[src/rtl/code_loader_pkg.sv]
// Shared definitions for the byte-stream code loader: widths, sync marker, state encoding.
// Used by code_loader and code_loader_csum (checksum path enabled by LOADER_CHECKSUM_EN).
package code_loader_pkg;

   localparam int unsigned LD_ADDR_W = 9;
   localparam int unsigned LD_DATA_W = 16;
   localparam int unsigned LD_LEN_W  = 10;
   localparam logic [7:0]  LD_SYNC   = 8'hD1;

   typedef enum logic [3:0] {
      LD_IDLE,
      LD_LEN_HI,
      LD_LEN_LO,
      LD_DATA_HI,
      LD_DATA_LO,
      LD_WRITE,
      LD_CHECK,
      LD_RUN,
      LD_ERR
   } ld_state_t;

   // Word count carried by the frame header: two low bits of LEN_HI above LEN_LO.
   function automatic logic [LD_LEN_W-1:0] frame_len(input logic [1:0] len_hi,
                                                     input logic [7:0] len_lo);
      return {len_hi, len_lo};
   endfunction

endpackage

[src/rtl/code_loader_csum.sv]
// 8-bit modular checksum accumulator with clear, add and a zero check of sum + din.
// Instantiated by code_loader only when LOADER_CHECKSUM_EN is defined.
module code_loader_csum (
   input  logic       clk,
   input  logic       rst_n,
   input  logic       clr,
   input  logic       add,
   input  logic [7:0] din,
   output logic       zero_c
);

   logic [7:0] sum_q, sum_d;

   always_comb begin
      sum_d = sum_q;
      if (clr) begin
         sum_d = 8'd0;
      end else if (add) begin
         sum_d = sum_q + din;
      end
   end

   always_ff @(posedge clk) begin
      if (!rst_n) begin
         sum_q <= 8'd0;
      end else begin
         sum_q <= sum_d;
      end
   end

   // True when the byte currently on din would bring the running sum to zero.
   assign zero_c = ((sum_q + din) == 8'd0);

endmodule

[src/rtl/code_loader.sv]
// Framed byte-stream program loader driving the code-memory write port, then raising run.
// Define LOADER_CHECKSUM_EN to require a trailing checksum byte before entering RUN.
module code_loader
   import code_loader_pkg::*;
#(
   parameter int unsigned ADDR_W    = LD_ADDR_W,
   parameter int unsigned DATA_W    = LD_DATA_W,
   parameter logic [7:0]  SYNC_BYTE = LD_SYNC
) (
   input  logic              clk,
   input  logic              rst_n,
   input  logic              in_valid,
   input  logic [7:0]        in_data,
   output logic              in_ready,
   output logic              code_w_en,
   output logic [ADDR_W-1:0] code_addr_in,
   output logic [DATA_W-1:0] code_in,
   output logic              run,
   output logic              done,
   output logic              err
);

   localparam int unsigned MAX_WORDS = 2 ** ADDR_W;

`ifdef LOADER_CHECKSUM_EN
   localparam ld_state_t LAST_ST = LD_CHECK;
`else
   localparam ld_state_t LAST_ST = LD_RUN;
`endif

   ld_state_t             state_q, state_d;
   logic [1:0]            len_hi_q, len_hi_d;
   logic [LD_LEN_W-1:0]   n_q, n_d;
   logic [ADDR_W-1:0]     idx_q, idx_d;
   logic [DATA_W-1:0]     data_q, data_d;
   logic [ADDR_W-1:0]     addr_q, addr_d;
   logic                  ready_q, ready_d;
   logic                  w_en_q, w_en_d;
   logic                  run_q, run_d;
   logic                  done_q, done_d;
   logic                  err_q, err_d;
   logic                  accept_c;
   logic                  sync_c;
   logic [LD_LEN_W-1:0]   n_in_c;

   assign accept_c = in_valid & ready_q;
   assign sync_c   = (in_data == SYNC_BYTE);
   assign n_in_c   = frame_len(len_hi_q, in_data);

`ifdef LOADER_CHECKSUM_EN
   logic csum_clr_c, csum_add_c, csum_zero_c;

   assign csum_clr_c = accept_c && sync_c &&
                       (state_q == LD_IDLE || state_q == LD_RUN || state_q == LD_ERR);
   assign csum_add_c = accept_c &&
                       (state_q == LD_LEN_HI || state_q == LD_LEN_LO ||
                        state_q == LD_DATA_HI || state_q == LD_DATA_LO);

   code_loader_csum u_csum (
      .clk    (clk),
      .rst_n  (rst_n),
      .clr    (csum_clr_c),
      .add    (csum_add_c),
      .din    (in_data),
      .zero_c (csum_zero_c)
   );
`endif

   // Next-state, datapath and registered-output decode.
   always_comb begin
      state_d  = state_q;
      len_hi_d = len_hi_q;
      n_d      = n_q;
      idx_d    = idx_q;
      data_d   = data_q;
      addr_d   = addr_q;

      case (state_q)
         LD_IDLE, LD_RUN, LD_ERR: begin
            if (accept_c && sync_c) begin
               state_d = LD_LEN_HI;
               idx_d   = '0;
            end
         end
         LD_LEN_HI: begin
            if (accept_c) begin
               if (in_data[7:2] != 6'd0) begin
                  state_d = LD_ERR;
               end else begin
                  len_hi_d = in_data[1:0];
                  state_d  = LD_LEN_LO;
               end
            end
         end
         LD_LEN_LO: begin
            if (accept_c) begin
               n_d = n_in_c;
               if (32'(n_in_c) > MAX_WORDS) begin
                  state_d = LD_ERR;
               end else if (n_in_c == '0) begin
                  state_d = LAST_ST;
               end else begin
                  state_d = LD_DATA_HI;
               end
            end
         end
         LD_DATA_HI: begin
            if (accept_c) begin
               data_d[DATA_W-1 -: 8] = in_data;
               state_d               = LD_DATA_LO;
            end
         end
         LD_DATA_LO: begin
            if (accept_c) begin
               data_d[7:0] = in_data;
               addr_d      = idx_q;
               state_d     = LD_WRITE;
            end
         end
         LD_WRITE: begin
            // Index stops at the last word so a full-size image never wraps.
            if (32'(idx_q) + 32'd1 == 32'(n_q)) begin
               state_d = LAST_ST;
            end else begin
               idx_d   = idx_q + ADDR_W'(1);
               state_d = LD_DATA_HI;
            end
         end
`ifdef LOADER_CHECKSUM_EN
         LD_CHECK: begin
            if (accept_c) begin
               state_d = csum_zero_c ? LD_RUN : LD_ERR;
            end
         end
`endif
         default: begin
            state_d = LD_IDLE;
         end
      endcase

      ready_d = (state_d != LD_WRITE);
      w_en_d  = (state_d == LD_WRITE);
      run_d   = (state_d == LD_RUN);
      done_d  = (state_d == LD_RUN) && (state_q != LD_RUN);
      err_d   = (state_d == LD_ERR);
   end

   always_ff @(posedge clk) begin
      if (!rst_n) begin
         state_q  <= LD_IDLE;
         len_hi_q <= 2'd0;
         n_q      <= '0;
         idx_q    <= '0;
         data_q   <= '0;
         addr_q   <= '0;
         ready_q  <= 1'b0;
         w_en_q   <= 1'b0;
         run_q    <= 1'b0;
         done_q   <= 1'b0;
         err_q    <= 1'b0;
      end else begin
         state_q  <= state_d;
         len_hi_q <= len_hi_d;
         n_q      <= n_d;
         idx_q    <= idx_d;
         data_q   <= data_d;
         addr_q   <= addr_d;
         ready_q  <= ready_d;
         w_en_q   <= w_en_d;
         run_q    <= run_d;
         done_q   <= done_d;
         err_q    <= err_d;
      end
   end

   assign in_ready     = ready_q;
   assign code_w_en    = w_en_q;
   assign code_addr_in = addr_q;
   assign code_in      = data_q;
   assign run          = run_q;
   assign done         = done_q;
   assign err          = err_q;

endmodule
[config.mk]
export PLATFORM = sky130hd
export DESIGN_NAME = code_loader
export DESIGN_NICKNAME = d
export VERILOG_FILES = /design/src/rtl/code_loader_pkg.sv /design/src/rtl/code_loader_csum.sv /design/src/rtl/code_loader.sv
export SDC_FILE = /design/constraint.sdc
export NUM_CORES = 1
export LEC_CHECK = 0
export BUFFER_PORTS_ARGS = -buffer_cell sky130_fd_sc_hd__buf_2
export CORE_MARGIN = 2
export CORE_UTILIZATION = 64
export CTS_BUF_LIST = sky130_fd_sc_hd__clkbuf_4 sky130_fd_sc_hd__clkbuf_8
export CTS_CLUSTER_DIAMETER = 80
export CTS_CLUSTER_SIZE = 20
export DETAILED_ROUTE_END_ITERATION = 7
export PLACE_DENSITY = 0.88
export SETUP_SLACK_MARGIN = 0.3
export SLEW_MARGIN = 20
export SYNTH_ARGS = -nofsm -noshare
export SYNTH_HDL_FRONTEND = slang
export SYNTH_HIERARCHICAL = 1
export SYNTH_SLANG_ARGS = --single-unit
[constraint.sdc]
create_clock -name clk -period 4.5 [get_ports clk]
set_input_delay 0.9 -clock clk [delete_from_list [all_inputs] [get_ports clk]]
set_output_delay 0.9 -clock clk [all_outputs]
set_load 0.02 [all_outputs]
==> impl_metrics.py, run 1 <==
metrics = {
    "drt": {
        "firstDrtPassIters": 5,
        "drt-vias-per-instance": 6.21,
        "vias": 2560,
        "first_iter_violations": 288,
        "routed_wl_mm": 6.76,
        "ant_nets": 0,
        "drc_errors": 0,
        "wire_per_inst_um": 16.4,
    },
    "synthesis": {
        "synth_xor_area_frac": 0.0247,
        "async_flop_share": 0,
        "synthCells": 334,
        "synth.distinct_cells": 63,
        "ys.flop_type": "dfxtp_1",
        "yosysTopAreaCellShare": 0.388,
        "synthMuxAreaShare": 0.0388,
        "synth_nets": 346,
        "synth_top_cell_by_area": "dfxtp_1",
        "synth_seq_area_share": 0.388,
        "synth-simple-area-share": 0.282,
        "yosysWarnings": 6,
        "ys_seq_elements": 55,
        "yosys-top-cells-area": "dfxtp_1 (39%), nand2_1 (9.6%), a21boi_0 (7.1%)",
        "synthAdderAreaFrac": 0.00441,
        "syn_avg_cell_area_um2": 8.50,
        "synth_compound_area_frac": 0.214,
        "synth_area_um2": 2840,
        "synth_enable_flop_cells": 0,
        "synth_top_family_by_area": "simple AND/OR/NAND/NOR gates",
    },
    "critical_path": {
        "cp.arrival_ns": 2.76,
        "ff2ff_setup_slack_ns": 1.99,
        "crit_path_max_fanout": 9,
        "crit_path_start_kind": "register",
        "cp_data_required_time_ns": 4.76,
        "path_class": "register to register",
        "endpoint_kind": "register",
    },
    "global_route": {
        "grt_use_total": 0.285,
        "antenna_found_initial": 0,
        "grt_pass1_wl_mm": 11.5,
        "grt_max_degree": 48,
        "grt_pass1_vias": 2396,
        "grt.overflow.total": 0,
    },
    "placed_design": {
        "dp_hpwl_mm": 4.59,
        "numPortBuffers": 40,
        "gp_congestion": 0.921,
    },
    "timing": {
        "finalHoldViolCount": 0,
        "post-route-period-util": 0.557,
        "setup_viol": 0,
        "timing.setup.tns_ns": 0,
        "tightestPinTransition_ns": 0.863,
        "rsz0062_at_grt": "no",
        "skew_ns": 0.00702,
        "fin_crit_ns": 2.51,
        "fmaxAchievable_mhz": 399,
        "slew_violations": 0,
        "holdWs_ns": 0.466,
        "max-slew-margin-rel": 0.420,
    },
    "layout": {
        "layout.nets": 371,
        "drive_gt1_frac": 0.172,
        "area_growth_pct": 9.65,
        "diodes": 0,
    },
    "clock_network": {
        "cts_buffers": 5,
        "clockRootBuffer": "clkbuf_8",
        "htreeDepth": 2,
        "cts_resized": 0,
        "cts_setup_buffers": 0,
        "cts_hold_buf": 0,
        "clk_path_buf_depth": 2,
        "cts_tree": "done",
        "clock_latency_ns": 0.31,
        "numClockSinks": 55,
        "clk_pin_slew_ns": 0.10,
    },
    "power": {
        "irDropWorstVdd_v": 0.000190,
        "total_power_mw": 0.865,
        "powerDensity_nw_per_um2": 278,
        "p_leak_nw": 1.11,
    },
    "run": {
        "cap_violations": 0,
    },
    "floorplanning": {
        "ios": 41,
        "dieWidth_um": 70.6,
        "die-area_um2": 4990,
        "rows": 24,
        "initial_core_util": 0.657,
        "coreArea_um2": 4320,
        "die-height_um": 70.6,
    },
    "worst_hold_path": {
        "worstHoldPathType": "register to register",
    },
    "run_status": {
        "outcome": "finished, final reports clean",
    },
}
-- report_power, final --
part	total (mW)	switching (mW)	internal (mW)	leakage [nW]
logic	0.0357	0.0219	0.0137	0.606
registers	0.491	0.00307	0.488	0.443
clock network	0.338	0.169	0.169	0.0587
-- path summary, 6_finish.rpt --
kind / start / end / cells after the start
hold / removal: code_addr_in[3] / code_addr_in[3] / 2
setup reg to reg: idx_q[0] / idx_q[8] / 7
hold reg to reg: code_addr_in[3] / code_addr_in[3] / 2
setup / recovery: idx_q[0] / idx_q[8] / 7
-- per-layer routing --
layer  up-vias  wire [µm]  global-route usage  part of all wire
met4         0        106               0.107             0.016
met3        10        527              0.0670             0.078
met2       121       3200               0.448              0.47
li1       1236          -                   -                 -
met1      1193       2930               0.385              0.43
met5         -          0                   0                 0
-- through the flow --
stage | cells | worst slack [ns] | utilization | cell area [µm²]
final | 412 | 1.99 | 0.720 | 3110
after detailed placement | 404 | 1.77 | 0.693 | 3000
after CTS | 412 | 2.03 | 0.720 | 3110
after floorplan | 334 | 2.05 | - | 2840
after global routing | 412 | 1.72 | 0.720 | 3110
after global placement | 404 | 1.83 | 0.691 | 2990
-- flip-flops by register name, indices dropped and copies added (netlist names) --
register	count
code_in	16
n_q	10
code_addr_in	9
idx_q	9
state_q	4
len_hi_q	2
code_w_en	1
done	1
err	1
in_ready	1
run	1
-- cells in the final DEF (no fill, tap or decap), types with 8 or more instances in the layout --
cell	n
o21ai_0	8
nor2b_1	15
buf_2	40
a21oi_1	10
nand2_1	73
dfxtp_1	55
nand3_1	9
a21boi_0	27
mux2i_1	11
nor2_1	8
-- worst max-delay path: stages, from the launching register on --
cell       delay, ns
dfxtp_1         0.48
ha_1            0.40
nand3_2         0.19
or3_1           0.42
o2111a_1        0.18
o211a_4         0.18
a2111oi_1       0.40
o22a_1          0.20
-- synth_stat cells (5+ instances only) --
cell and number:
nor2_1 8, clkbuf_1 12, nor2b_1 15, buf_4 5, mux2i_1 11, a21oi_1 10
o21ai_0 8, nand2_1 73, nor3_1 7, a21boi_0 27, nand4_1 6, nand3_1 9
dfxtp_1 55
-- final cells by class --
type / instances / area, µm²
Timing Repair Buffer: 41 / 208
Sequential cell: 55 / 1100
Fill cell: 330 / 1210
Clock inverter: 3 / 47.5
Clock buffer: 5 / 68.8
Multi-Input combinational cell: 252 / 1610
Inverter: 4 / 15.0
Tap cell: 52 / 65.1
-- cell families (layout without fill, tap and decap cells) --
logic type,Yosys count,in the layout
buffers and inverters,27,53
multiplexers,11,11
AO/OA/AOI/OAI,79,79
XOR/XNOR,8,8
flip-flops,55,55
AND/OR/NAND/NOR,153,153
adder cells (fa/ha/maj),1,1
No activity file was read; power rests on OpenSTA's default activity.
==> run 2, diff against run 1 <==
--- a/config.mk
+++ b/config.mk
@@ -7,12 +7,12 @@
 export LEC_CHECK = 0
 export BUFFER_PORTS_ARGS = -buffer_cell sky130_fd_sc_hd__buf_2
 export CORE_MARGIN = 2
-export CORE_UTILIZATION = 64
+export CORE_UTILIZATION = 53
 export CTS_BUF_LIST = sky130_fd_sc_hd__clkbuf_4 sky130_fd_sc_hd__clkbuf_8
 export CTS_CLUSTER_DIAMETER = 80
 export CTS_CLUSTER_SIZE = 20
 export DETAILED_ROUTE_END_ITERATION = 7
-export PLACE_DENSITY = 0.88
+export PLACE_DENSITY = 0.78
 export SETUP_SLACK_MARGIN = 0.3
 export SLEW_MARGIN = 20
 export SYNTH_ARGS = -nofsm -noshare
==> constraint.sdc (replaced) <==
create_clock -name clk -period 2.2 [get_ports clk]
set_input_delay 0.44 -clock clk [delete_from_list [all_inputs] [get_ports clk]]
set_output_delay 0.44 -clock clk [all_outputs]
set_load 0.02 [all_outputs]
==> impl_metrics.py, run 2 (synthesized netlist as in run 1, its figures left out) <==
metrics = {
    "clock_network": {
        "clock_latency_ns": 0.31,
        "clk_path_buf_depth": 2,
        "htreeDepth": 2,
        "cts_tree": "done",
        "numClockSinks": 55,
        "cts_buffers": 5,
        "clk_pin_slew_ns": 0.11,
        "clockRootBuffer": "clkbuf_8",
        "cts_hold_buf": 0,
    },
    "timing": {
        "holdWs_ns": 0.423,
        "max-slew-margin-rel": 0.717,
        "post-route-period-util": 0.885,
        "setup_viol": 0,
        "rsz0062_at_grt": "yes",
        "slew_violations": 0,
        "timing.setup.tns_ns": 0,
        "finalHoldViolCount": 0,
        "tightestPinTransition_ns": 0.424,
        "fin_crit_ns": 1.95,
        "skew_ns": 0.00985,
        "fmaxAchievable_mhz": 514,
    },
    "floorplanning": {
        "coreArea_um2": 5140,
        "dieWidth_um": 77.2,
        "die-area_um2": 5960,
        "ios": 41,
        "rows": 26,
        "initial_core_util": 0.553,
        "die-height_um": 77.2,
    },
    "critical_path": {
        "path_class": "register to register",
        "cp.arrival_ns": 2.16,
        "crit_path_start_kind": "register",
        "ff2ff_setup_slack_ns": 0.25,
        "cp_data_required_time_ns": 2.42,
        "crit_path_max_fanout": 2,
        "endpoint_kind": "register",
    },
    "layout": {
        "layout.nets": 401,
        "diodes": 0,
        "fin_cells": 460,
        "final_cell_mix": "nand2_1 (73), dfxtp_1 (48), buf_2 (40)",
        "multi_input_area_um2": 1710,
        "drive_gt1_frac": 0.287,
        "largest_register_ffs": 16,
        "area_growth_pct": 22.6,
        "final_common_cell": "nand2_1",
        "final_area_um2": 3480,
        "fillCellCount": 457,
        "seq_area_um2": 1110,
    },
    "placed_design": {
        "placed_area_um2": 3210,
        "dpl.cell_count": 441,
        "dp_hpwl_mm": 4.78,
        "numPortBuffers": 40,
        "gp_congestion": 0.922,
    },
    "global_route": {
        "grt_pass1_vias": 2449,
        "grt.overflow.total": 0,
        "grt_max_degree": 28,
        "grt_pass1_wl_mm": 11.5,
        "grt_use_total": 0.236,
        "antenna_found_initial": 0,
    },
    "drt": {
        "vias": 2619,
        "firstDrtPassIters": 4,
        "drc_errors": 0,
        "routed_wl_mm": 6.96,
        "wire_per_inst_um": 15.1,
        "ant_nets": 0,
        "first_iter_violations": 204,
        "drt-vias-per-instance": 5.69,
    },
    "power": {
        "p_leak_nw": 1.26,
        "powerDensity_nw_per_um2": 516,
        "irDropWorstVdd_v": 0.000337,
        "total_power_mw": 1.80,
    },
    "run_status": {
        "outcome": "finished, final reports clean",
    },
    "run": {
        "cap_violations": 0,
    },
    "worst_hold_path": {
        "worstHoldPathType": "input pin to register",
    },
}
[run 2: changes by cell type in the layout (fill, tap and decap cells not counted), moves of 2 or more]
cell,change
dfxtp_1,-7
o21ai_0,-5
buf_4,+28
dfxtp_4,+2
nand3_2,-2
o21ai_1,+3
nand3_4,+2
o21ai_2,+2
dfxtp_2,+5
[run 2: final cells by class]
type                    count  share of cell area
multi-input cells         252               0.490
flip-flops and latches     55               0.320
repair buffers             70               0.123
well taps                  70              0.0252
clock buffers               5              0.0198
clock inverters             3              0.0144
inverters                   4             0.00539
repair inverters            1             0.00144
[run 2: final timing paths]
check | end | depth (start not counted) | startpoint
setup / recovery | done | 4 | state_q[0]
hold / removal | code_in[2] | 3 | in_data[2]
setup reg to reg | done | 4 | state_q[0]
hold reg to reg | code_addr_in[1] | 2 | code_addr_in[1]
[run 2: metal layers]
layer	global-route usage	vias up	share of wire
met4	0.0875	0	0.012
met3	0.0341	8	0.049
met2	0.395	79	0.48
met5	0	-	0
li1	-	1303	-
met1	0.308	1229	0.46
[run 2: critical path, stage by stage, from the launching register on]
cell	delay, ns
dfxtp_1	0.34
or4b_4	0.54
or2_1	0.25
o32a_1	0.36
a2111oi_4	0.36
[run 2: per-stage QoR]
stage	worst slack (ns)	util
floorplan	0.274	-
global placement	0.0871	0.625
detailed placement	0.0284	0.625
CTS	0.285	0.664
global route	0.158	0.677
finish	0.254	0.677
[run 2: repair_timing]
| item | CTS | global route |
|---|---|---|
| gates resized for setup | 10 | 15 |
| gates cloned | 0 | 1 |
| buffers inserted | 6 | 4 |
| pin swaps | 9 | 9 |
| endpoints found under the setup margin | 15 | 15 |
| endpoints found under the hold margin | 0 | 0 |
[run 2: power by group]
part           switching, mW  leakage [nW]  total [mW]  internal [mW]
sequential           0.00165         0.448       0.997          0.995
combinational         0.0531         0.751      0.0874         0.0342
clock                  0.361        0.0607       0.713          0.352
==> run 3, diff against run 2 <==
--- a/config.mk
+++ b/config.mk
@@ -14,8 +14,8 @@
 export DETAILED_ROUTE_END_ITERATION = 7
 export PLACE_DENSITY = 0.78
 export SETUP_SLACK_MARGIN = 0.3
+export SKIP_CTS_REPAIR_TIMING = 1
 export SLEW_MARGIN = 20
 export SYNTH_ARGS = -nofsm -noshare
 export SYNTH_HDL_FRONTEND = slang
-export SYNTH_HIERARCHICAL = 1
 export SYNTH_SLANG_ARGS = --single-unit
==> impl_metrics.py, run 3 <==
metrics = {
    "placed_design": {
        "gp_congestion": 0.922,
        "dp_hpwl_mm": 4.78,
        "numPortBuffers": 40,
    },
    "synthesis": {
        "synth_top_cell_by_area": "dfxtp_1",
        "synth-simple-area-share": 0.282,
        "yosysTopAreaCellShare": 0.388,
        "synth_xor_area_frac": 0.0247,
        "synth.distinct_cells": 63,
        "async_flop_share": 0,
        "syn_avg_cell_area_um2": 8.50,
        "yosysWarnings": 0,
        "yosysMostFrequentCell": "nand2_1",
        "synth_top_family_by_area": "simple AND/OR/NAND/NOR gates",
        "synth_compound_area_frac": 0.214,
        "synthMuxAreaShare": 0.0388,
        "synthAdderAreaFrac": 0.00441,
        "synth_seq_area_share": 0.388,
        "ys_seq_elements": 55,
        "synth_area_um2": 2840,
        "synthCells": 334,
        "ys.flop_type": "dfxtp_1",
        "yosys-top-cells-area": "dfxtp_1 (39%), nand2_1 (9.6%), a21boi_0 (7.1%)",
        "synth_common_cells": "nand2_1 (73), dfxtp_1 (55), a21boi_0 (27), nor2b_1 (15), clkbuf_1 (12)",
        "synth_nets": 346,
        "synth_enable_flop_cells": 0,
    },
    "power": {
        "clkPwrFrac": 0.395,
        "p_leak_nw": 1.24,
        "swShare": 0.228,
        "total_power_mw": 1.79,
        "power_switching_mw": 0.409,
        "p_comb_frac": 0.049,
        "p_seq_frac": 0.557,
        "p_int_mw": 1.38,
        "irDropWorstVdd_v": 0.000321,
        "powerDensity_nw_per_um2": 519,
    },
    "drt": {
        "drc_errors": 0,
        "routed_wl_mm": 6.91,
        "ant_nets": 0,
        "drt-vias-per-instance": 5.74,
        "vias": 2625,
        "first_iter_violations": 189,
        "firstDrtPassIters": 4,
        "wire_per_inst_um": 15.1,
    },
    "critical_path": {
        "path_class": "register to register",
        "crit_path_start_kind": "register",
        "crit_path_max_fanout": 7,
        "crit_buf_inv": 0,
        "slowest_stage": "dfxtp_1",
        "endpoint_kind": "register",
        "crit_family": "simple AND/OR/NAND/NOR gates",
        "crit_chain": "xnor2_1, o21ai_1, nor3b_1, or3_4, nand3_4, a2111oi_4",
        "cp_data_required_time_ns": 2.41,
        "cp.arrival_ns": 2.24,
        "max_stage_delay_ns": 0.52,
    },
    "run_status": {
        "outcome": "finished, final reports clean",
    },
    "floorplanning": {
        "initial_core_util": 0.553,
        "die-area_um2": 5960,
        "die-height_um": 77.2,
        "coreArea_um2": 5140,
        "dieWidth_um": 77.2,
        "ios": 41,
        "rows": 26,
    },
    "clock_network": {
        "cts_buffers": 5,
        "clock_latency_ns": 0.31,
        "clk_pin_slew_ns": 0.11,
        "numClockSinks": 55,
        "clk_path_buf_depth": 2,
        "cts_tree": "done",
        "htreeDepth": 2,
        "clockRootBuffer": "clkbuf_8",
    },
    "layout": {
        "final_cell_mix": "nand2_1 (73), dfxtp_1 (50), buf_2 (40)",
        "layout.nets": 398,
        "fillCellCount": 448,
        "area_growth_pct": 21.5,
        "largest_register_ffs": 16,
        "drive_gt1_frac": 0.269,
        "final_common_cell": "nand2_1",
        "multi_input_area_um2": 1700,
        "final_core_util": 0.672,
        "diodes": 0,
        "seq_area_um2": 1110,
    },
    "timing": {
        "fin_crit_ns": 2.03,
        "post-route-period-util": 0.922,
        "finalHoldViolCount": 0,
        "max-slew-margin-rel": 0.717,
        "fmaxAchievable_mhz": 493,
        "skew_ns": 0.0112,
        "slew_violations": 0,
        "tightestPinTransition_ns": 0.420,
        "rsz0062_at_grt": "yes",
        "setup_viol": 0,
        "timing.setup.tns_ns": 0,
    },
    "global_route": {
        "grt_max_degree": 28,
        "grt_pass1_vias": 2412,
        "grt_use_total": 0.230,
        "grt.overflow.total": 0,
        "grt_pass1_wl_mm": 11.2,
        "antenna_found_initial": 0,
    },
    "run": {
        "cap_violations": 0,
    },
    "worst_hold_path": {
        "worstHoldPathType": "input pin to register",
    },
}
==> run 3: final cells by class <==
| class | instances | area share |
|---|---|---|
| multi-input cells | 252 | 0.493 |
| flip-flops and latches | 55 | 0.322 |
| repair buffers | 67 | 0.118 |
| well taps | 70 | 0.0254 |
| clock buffers | 5 | 0.0199 |
| clock inverters | 3 | 0.0145 |
| inverters | 4 | 0.00544 |
| repair inverters | 1 | 0.00145 |
==> run 3: metrics by stage <==
step | cell area, µm² | cells | hold slack (ns) | worst slack [ns]
floorplan | 2900 | 334 | 0.454 | 0.274
finish | 3450 | 457 | 0.424 | 0.172
global placement | 3210 | 441 | 0.448 | 0.0871
detailed placement | 3210 | 441 | 0.454 | 0.0284
CTS | 3330 | 449 | 0.417 | 0.0965
global route | 3450 | 457 | 0.435 | 0.0444
==> run 3: tightest hold or removal path: cells and delay by family <==
| family | cells | cell delay (ns) |
|---|---|---|
| buffers and inverters | 1 | 0.13 |
| and+or+nand+nor | 1 | 0.05 |
| AOI/OAI and AO/OA | 1 | 0.06 |
==> run 3: cells by family (layout without fill, tap and decap cells) <==
group,count (synthesis),in the layout
flip-flops,55,55
AND/OR/NAND/NOR,153,153
adder cells (fa/ha/maj),1,1
buffers and inverters,27,80
AO/OA/AOI/OAI,79,79
XOR/XNOR,8,8
multiplexers,11,11
==> run 3: worst paths after layout <==
kind,from,endpoint,slack (ns),depth (start not counted)
setup / recovery,idx_q[5],done,0.17,6
hold / removal,in_data[2],code_in[2],0.42,3
setup reg to reg,idx_q[5],done,0.17,6
hold reg to reg,code_addr_in[1],code_addr_in[1],0.46,2
==> run 3: power by group through the flow <==
stage	logic, mW	clock network, mW	registers [mW]
final	0.0869	0.707	0.997
after global routing	0.0939	0.751	0.998
after CTS	0.0864	0.724	0.998
after detailed placement	0.0858	0	1.02
after global placement	0.0847	0	1.02
after floorplan	0.0451	0	1.02
==> run 3: layer usage <==
metal  up-vias  global-route usage  wire, µm
met5         -                   0         0
li1       1289                   -         -
met1      1246               0.303      3110
met2        78               0.378      3310
met3        12              0.0341       375
met4         0              0.0929       119
